==> config.mk <==
export PLATFORM = sky130hd
export DESIGN_NAME = eth_rx_mem_reader
export DESIGN_NICKNAME = d
export VERILOG_FILES = /design/src/rtl/eth_rx_mem_reader.sv
export SDC_FILE = /design/constraint.sdc
export NUM_CORES = 1
export LEC_CHECK = 0
export ABC_AREA = 0
export BUFFER_PORTS_ARGS = -buffer_cell sky130_fd_sc_hd__buf_2
export CAP_MARGIN = 10
export CORE_ASPECT_RATIO = 1.75
export CORE_MARGIN = 2
export CORE_UTILIZATION = 59
export DETAILED_ROUTE_END_ITERATION = 8
export GPL_ROUTABILITY_DRIVEN = 1
export PLACE_DENSITY = 0.87
export SYNTH_ARGS = -nofsm -noshare
export SYNTH_HDL_FRONTEND = slang
export SYNTH_SLANG_ARGS = --single-unit
==> constraint.sdc <==
create_clock -name i_clk -period 4.5 [get_ports i_clk]
set_input_delay 0 -clock i_clk [delete_from_list [all_inputs] [get_ports i_clk]]
set_output_delay 0 -clock i_clk [all_outputs]
set_load 0.05 [all_outputs]
==> src/rtl/eth_rx_mem_reader.sv <==
// Host-side reader for the Ethernet RX capture memory: issues port-B reads, absorbs the RAM latency
// and streams the bytes out as valid/ready with a last flag. Optional LFSR payload check: RX_LFSR_CHECK_EN.
module eth_rx_mem_reader #(
  parameter int unsigned ADDR_WIDTH = 16,
  parameter int unsigned LEN_WIDTH  = 16,
  parameter int unsigned RD_LATENCY = 1,
  parameter int unsigned BUF_DEPTH  = 4
) (
  input  logic                  i_clk,
  input  logic                  i_rst_n,
  input  logic                  i_start,
  input  logic                  i_abort,
  input  logic [ADDR_WIDTH-1:0] i_base_addr,
  input  logic [LEN_WIDTH-1:0]  i_byte_count,
  output logic [ADDR_WIDTH-1:0] o_mem_addr,
  input  logic [7:0]            i_mem_data,
`ifdef RX_LFSR_CHECK_EN
  input  logic [7:0]            i_lfsr_data,
`endif
  output logic [7:0]            o_data,
  output logic                  o_valid,
  input  logic                  i_ready,
  output logic                  o_last,
  output logic                  o_busy,
  output logic                  o_done,
  output logic                  o_lfsr_enable,
  output logic [15:0]           o_err_count
);

  localparam int unsigned PTR_W = $clog2(BUF_DEPTH);
  localparam int unsigned CNT_W = PTR_W + 1;

  localparam logic [2:0] S_IDLE  = 3'd0;
  localparam logic [2:0] S_READ  = 3'd1;
  localparam logic [2:0] S_DRAIN = 3'd2;
  localparam logic [2:0] S_FLUSH = 3'd3;
  localparam logic [2:0] S_DONE  = 3'd4;

  logic [2:0]            state, state_n;
  logic [RD_LATENCY-1:0] vpipe, vpipe_n;
  logic [7:0]            buf_mem [BUF_DEPTH];
  logic [PTR_W-1:0]      rd_ptr, rd_ptr_n, wr_ptr, wr_ptr_n;
  logic [CNT_W-1:0]      buf_cnt, buf_cnt_n;
  logic [LEN_WIDTH-1:0]  remain, remain_n, total, total_n, out_idx, out_idx_n;
  logic [ADDR_WIDTH-1:0] addr_n;
  logic [7:0]            head_n;
  logic                  issue, wr, pop, abort_now, space, pipe_empty_n;

  // Next-state, issue and buffer bookkeeping
  always_comb begin
    state_n      = state;
    issue        = 1'b0;
    addr_n       = o_mem_addr;
    remain_n     = remain;
    total_n      = total;
    pop          = o_valid & i_ready;
    out_idx_n    = out_idx + LEN_WIDTH'(pop);
    abort_now    = i_abort && ((state == S_READ) || (state == S_DRAIN));
    wr           = vpipe[RD_LATENCY-1] && (state != S_FLUSH) && !abort_now;
    space        = (32'($countones(vpipe)) + 32'(buf_cnt)) < BUF_DEPTH;
    pipe_empty_n = (RD_LATENCY'({vpipe, 1'b0}) == '0);
    if (abort_now) begin
      rd_ptr_n  = '0;
      wr_ptr_n  = '0;
      buf_cnt_n = '0;
    end else begin
      rd_ptr_n  = rd_ptr + PTR_W'(pop);
      wr_ptr_n  = wr_ptr + PTR_W'(wr);
      buf_cnt_n = buf_cnt + CNT_W'(wr) - CNT_W'(pop);
    end
    case (state)
      S_IDLE: begin
        if (i_start) begin
          if (i_byte_count == '0) begin
            state_n = S_DONE;
          end else begin
            // First address goes out on the start edge so data lands RD_LATENCY edges later
            issue     = 1'b1;
            addr_n    = i_base_addr;
            remain_n  = i_byte_count - LEN_WIDTH'(1);
            total_n   = i_byte_count;
            out_idx_n = '0;
            state_n   = S_READ;
          end
        end
      end
      S_READ: begin
        if (abort_now) begin
          state_n = S_FLUSH;
        end else if (remain == '0) begin
          state_n = S_DRAIN;
        end else if (space) begin
          issue    = 1'b1;
          addr_n   = o_mem_addr + ADDR_WIDTH'(1);
          remain_n = remain - LEN_WIDTH'(1);
          if (remain == LEN_WIDTH'(1)) state_n = S_DRAIN;
        end
      end
      S_DRAIN: begin
        if (abort_now) state_n = S_FLUSH;
        else if ((buf_cnt_n == '0) && pipe_empty_n) state_n = S_DONE;
      end
      S_FLUSH: begin
        if (pipe_empty_n) state_n = S_IDLE;
      end
      S_DONE:  state_n = S_IDLE;
      default: state_n = S_IDLE;
    endcase
    vpipe_n = RD_LATENCY'({vpipe, issue});
    head_n  = (wr && (wr_ptr == rd_ptr_n)) ? i_mem_data : buf_mem[rd_ptr_n];
  end

  always_ff @(posedge i_clk or negedge i_rst_n) begin
    if (!i_rst_n) begin
      state      <= S_IDLE;
      vpipe      <= '0;
      rd_ptr     <= '0;
      wr_ptr     <= '0;
      buf_cnt    <= '0;
      remain     <= '0;
      total      <= '0;
      out_idx    <= '0;
      o_mem_addr <= '0;
      o_data     <= '0;
      o_valid    <= 1'b0;
      o_last     <= 1'b0;
      o_busy     <= 1'b0;
      o_done     <= 1'b0;
    end else begin
      state      <= state_n;
      vpipe      <= vpipe_n;
      rd_ptr     <= rd_ptr_n;
      wr_ptr     <= wr_ptr_n;
      buf_cnt    <= buf_cnt_n;
      remain     <= remain_n;
      total      <= total_n;
      out_idx    <= out_idx_n;
      o_mem_addr <= addr_n;
      if (buf_cnt_n != '0) o_data <= head_n;
      o_valid    <= (buf_cnt_n != '0);
      o_last     <= (buf_cnt_n != '0) && (out_idx_n == total_n - LEN_WIDTH'(1));
      o_busy     <= (state_n != S_IDLE);
      o_done     <= (state_n == S_DONE);
    end
  end

  // Buffer storage carries no reset; occupancy is tracked by buf_cnt
  always_ff @(posedge i_clk) begin
    if (wr) buf_mem[wr_ptr] <= i_mem_data;
  end

`ifdef RX_LFSR_CHECK_EN
  // Generator must advance in the same cycle as the accepted beat
  assign o_lfsr_enable = pop;

  always_ff @(posedge i_clk or negedge i_rst_n) begin
    if (!i_rst_n) begin
      o_err_count <= '0;
    end else if ((state == S_IDLE) && i_start) begin
      o_err_count <= '0;
    end else if (pop && (o_data != i_lfsr_data) && (o_err_count != 16'hFFFF)) begin
      o_err_count <= o_err_count + 16'd1;
    end
  end
`else
  assign o_lfsr_enable = 1'b0;
  assign o_err_count   = '0;
`endif

endmodule
; Word level (Yosys, flattened, before mapping)
; Memory sizes are Yosys's and may differ from the RTL's. A register that Yosys moved wholly into a read port is not among the register bits.
; Cells that the tools add are included.
[word_totals]
regBits = 79
elab_cells = 90
memories = 1
mem_bits_rw = 32
[memory_table]
columns = name, words, word_bits, read_ports, rd_ports_with_merged_regs, write_ports, line
row1 = buf_mem, 4, 8, 1, 1, 1, 41  ; logic [7:0] buf_mem [BUF_DEPTH];
[classes]
muxes = 38
reduce_logical = 15
n_eq_ne = 11
n_addsub = 10
order_cmp = 1
n_bitwise = 1
[ops]
columns = op, n
row1 = $mux W16, 16
row2 = $pmux W16 S2, 2
row3 = $sub A16 B1 Y16 const B, 3
row4 = $logic_not A16 Y1, 2
row5 = $mux W3, 9
row6 = $add A16 B1 Y16, 1
row7 = $add A16 B1 Y16 const B, 1
row8 = $eq A16 B1 Y1 const B, 1
row9 = $eq A16 B16 Y1, 1
row10 = $ne A2 B2 Y1 const B, 5
row11 = $pmux W3 S3, 1
row12 = $mux W1, 7
row13 = $logic_not A3 Y1, 2
row14 = $reduce_and A6 Y1, 1
row15 = $reduce_bool A3 Y1, 2
row16 = $add A1 B3 Y4, 1
row17 = $add A2 B1 Y2, 2
row18 = $logic_and A1 B1 Y1, 4
row19 = $lt A4 B3 Y1 const B, 1
row20 = $mux W2, 2
row21 = $add A3 B1 Y3, 1
row22 = $eq A3 B1 Y1 const B, 1
row23 = $eq A3 B2 Y1 const B, 1
row24 = $eq A3 B3 Y1 const B, 1
row25 = other kinds (7), 8

; Logic depth before layout (Yosys ltp)
[depth]
depth_word = 13
depth_mapped = 18
depth_no_buf = 17

; Least setup slack after synthesis
; OpenSTA, ideal clock, no wires.
[synth_path]
path_type = reg-to-reg
from = register state[1]
to = register o_last
stages_incl_launch_ff = 18
synth_period_minus_slack_ns = 3.356
setup_slack_ns = 1.144
arrival_time_ns = 3.261
t_required_ns = 4.404
setup_time_ns = 0.096
path_buffers = 1
cell_sequence = dfrtp_1 > buf_2 > o21ai_0 > a21o_1 > nand2_1 > ha_1 > inv_1 > ha_1 > inv_1 > fa_1 > xnor2_1 > nand3b_1 > nand2_1 > a2111oi_0 > a31oi_1 > a2111oi_0 > o2111ai_1 > nor4_2
[synth_via]
elab_chain_cells = 10
[synth_lines]
columns = item, line
row1 = from (decl), 39  ; logic [2:0] state, state_n;
row2 = from (signal assigned), 130  ; state <= state_n;
row3 = $eq A3 B1 Y1 / $eq A3 B2 Y1 (equally long branches), 58  ; abort_now = i_abort && ((state == S_READ) || (state == S_DRAIN));
row4 = $logic_or A1 B1 Y1, 58
row5 = $logic_and A1 B1 Y1, 58
row6 = $logic_not A1 Y1, 59  ; wr = vpipe[RD_LATENCY-1] && (state != S_FLUSH) && !abort_now;
row7 = $logic_and A1 B1 Y1, 59
row8 = $add A3 B1 Y3, 69  ; buf_cnt_n = buf_cnt + CNT_W'(wr) - CNT_W'(pop);
row9 = $sub A3 B1 Y3, 69
row10 = $mux W3, 62  ; if (abort_now) begin
row11 = $reduce_bool A3 Y1, 141  ; o_last <= (buf_cnt_n != '0) && (out_idx_n == total_n - LEN_WIDTH'(1));
row12 = $logic_and A1 B1 Y1 *, 141
row13 = to (signal assigned), 141
row14 = to (decl), 23  ; output logic o_last,
; Every way passes the cells marked *; elsewhere a longest branch is shown, timed or not.
; A chain may end at the register's enable or synchronous reset.

; Worst setup path after layout
; Ends and elaborated chain as after synthesis.

==> key figures <==
Run status
  – Status: completed

Drt
  – Wire per inst: between 15 and 20 um
  – Vias: between 6000 and 7000
  – Final ANT Viol Nets: 0
  – Drt pass-1 iters: 5
  – Number of DRC markers in iteration 0: 610
  – Vias per cell: between 6 and 7
  – Post-route DRC: 0
  – Wirelength, routed: 18.9 mm

Timing
  – Fmax: around 240 MHz
  – Clock Skews: ~17 ps
  – Final setup viols: 0
  – Final Max Tran Viols: 0
  – RSZ-0062 raised after global routing: no
  – Setup tns final: 0 ps
  – Tcrit/Tclk final: 0.927
  – Minimum clock period: roughly 4200 ps
  – Final setup margin: 327 ps
  – Slew headroom: 0.423
  – Final Hold Vio Count: 0
  – Slew @ Worst Pin: between 800 and 900 ps

Clock tree
  – Post-CTS Setup Bufs: 0
  – H-tree lvl count: 4
  – Root buffer cell: clkbuf_16
  – Num CTS Buffers: 17
  – Clock Latency Late Sink: around 430 ps
  – CTS Sinks: approximately 120
  – Buffer depth of the longest clock path: 2
  – TritonCTS clock tree: done
  – Clock slew at the register clock pins of the worst setup and hold paths: about 60 ps
  – PostCTS Resize Cnt: 0
  – # hold bufs at CTS: 40

Power and ir drop
  – Leakage: between 3 and 4 nW
  – Peak supply drop: about 0.33 mV
  – Pwr/cell area: about 730 nW/um^2

Final layout
  – Antenna fix cells: 0
  – Area Overhead vs Synth: 20.2%
  – Share of cells above drive strength 1: 0.169
  – Filler Cells Inserted: slightly below 800
  – Fin nets: between 900 and 1000

Worst setup path
  – Critical path endpoint category: register
  – Worst-path maximum fanout: 10
  – Critical Path AT: 4510 ps
  – Critical path required time: 4830 ps
  – Setup Crit Path Kind: reg -> reg
  – CP Launch Type: register

Synthesis
  – Post-Syn Area: around 7000 sq um
  – Count leader, synth: nand2_1
  – EDFF count, synth: 32
  – Post-synthesis register bit count: 119
  – Syn Area/Cell: roughly 9.4 sq um
  – Primary FF master, synth: dfrtp_1
  – Largest area contributor in the netlist: dfrtp_1
  – Post-synthesis sequential area ratio: 0.450
  – Yosys top cell area share: 0.312
  – Synth cell count leaders: 97 x nand2_1, 87 x dfrtp_1, 68 x a21oi_1
  – Top cells by area, synth: dfrtp_1 31%, edfxtp_1 14%, nand2_1 5.2%
  – Count of cell types in the netlist: between 70 and 80
  – Yosys warnings: 0
  – Post-Syn Instances: 742
  – Async SR Flop Fraction: 0.731

Global route
  – Initial antenna violation count: 0
  – Grt ovf: 0
  – Total GRT Usage: 0.306
  – Vias in the first global route: about 6300
  – First-pass GRT wire length: between 30 and 40 mm
  – Largest net degree at the start of global routing: 67

Run
  – MaxCap Viol Count: 0

Floorplanning
  – Chip width: 86.2 um
  – Die area: ~13000 sq um
  – Starting Density: 0.605
  – IO Count: 90
  – Core ar.: 11500 sq um
  – Die boundary height: 148 um
  – Num rows: between 50 and 60

Worst hold path
  – Hold Crit Class: in -> reg

Placement
  – Post-place setup slack: around 460 ps
  – Placer Congestion: between 0.9 and 1
  – DP Wirelength: ~12 mm
  – Port Buffers: around 70
-- report_power, final --
| part | internal (W) | switching (W) |
|---|---|---|
| combinational | 0.000998 | 0.00189 |
| sequential | 0.00147 | 0.000360 |
| clock | 0.000876 | 0.000525 |
-- through the flow --
stage	utilization	cells	total power [W]	hold slack, ps	instance area, sq um
final	0.727	1000	0.00613	33.7	8380
after global routing	0.727	1000	0.00648	73.4	8380
after CTS	0.727	1000	0.00607	34.7	8380
after detailed placement	0.640	928	0.00461	-55.8	7370
after global placement	0.640	928	0.00449	-57.2	7370
after floorplan	-	758	0.00391	-296	7030
-- state kept, by name, summed over array words and instances, names as in the netlist, 2 cells and up --
signal      cells
remain         16
rd_ptr          2
buf_mem        32
state           3
wr_ptr          2
out_idx        16
buf_cnt         3
o_data          8
total          16
o_mem_addr     16
-- layout make-up --
type,instances,area (sq um),share of cell area
clock buffer,18,429,0.0512
clock inverter,14,175,0.0209
inverter,25,93.8,0.0112
multi-input combinational,566,3530,0.421
sequential,119,3140,0.375
tap,135,169,0.0202
timing repair buffer,123,846,0.101
-- routing by layer --
metal / track usage / routed length (um)
met5: 0 / 0
met4: 0.178 / 1030
met3: 0.0530 / 994
met2: 0.561 / 10200
met1: 0.318 / 6680
-- layout by cell type (no fill, tap or decap), drive strengths merged, types with 13 or more instances in the layout --
master and n:
a21oi 68, buf 83, clkbuf 18, conb 17, dfrtp 87, dlygate4sd3 40, edfxtp 32, ha 13
inv 29, mux2i 21, nand2 97, nand3 30, nor2 48, nor3 20, o21ai 52, o22ai 14
xnor2 27, xor2 19
-- final timing paths --
| check | depth (start not counted) | slack (ps) | end | from |
|---|---|---|---|---|
| setup / recovery | 16 | 330 | o_last | state[1] |
| hold / removal | 3 | 30 | wr_ptr[0] | i_abort |
| setup reg to reg | 16 | 330 | o_last | state[1] |
| hold reg to reg | 2 | 480 | o_data[0] | o_data[0] |
| max in group asynchronous | 3 | 3310 | o_mem_addr[4] | i_rst_n |
| min in group asynchronous | 2 | 60 | o_valid | i_rst_n |
-- kinds of logic after synthesis --
group / share of synthesized area
adder cells (fa/ha/maj): 0.0262
XOR/XNOR: 0.0711
AO/OA/AOI/OAI: 0.154
flip-flops: 0.450
AND/OR/NAND/NOR: 0.202
multiplexers: 0.0436
other: 0.000538
buffers and inverters: 0.0530
-- critical path: stages, from the launching register on --
cell and delay, ps:
dfrtp_1 540, o21ai_0 150, a21o_1 180, nand2_1 120, ha_1 240, inv_1 60
ha_1 130, inv_1 50, fa_1 380, xnor2_1 160, nand3b_1 110, nand2_1 110
a2111oi_0 460, a31oi_1 160, a2111oi_0 690, o2111ai_1 250, nor4_2 300
Note: power is estimated with default switching activity, not from simulation.
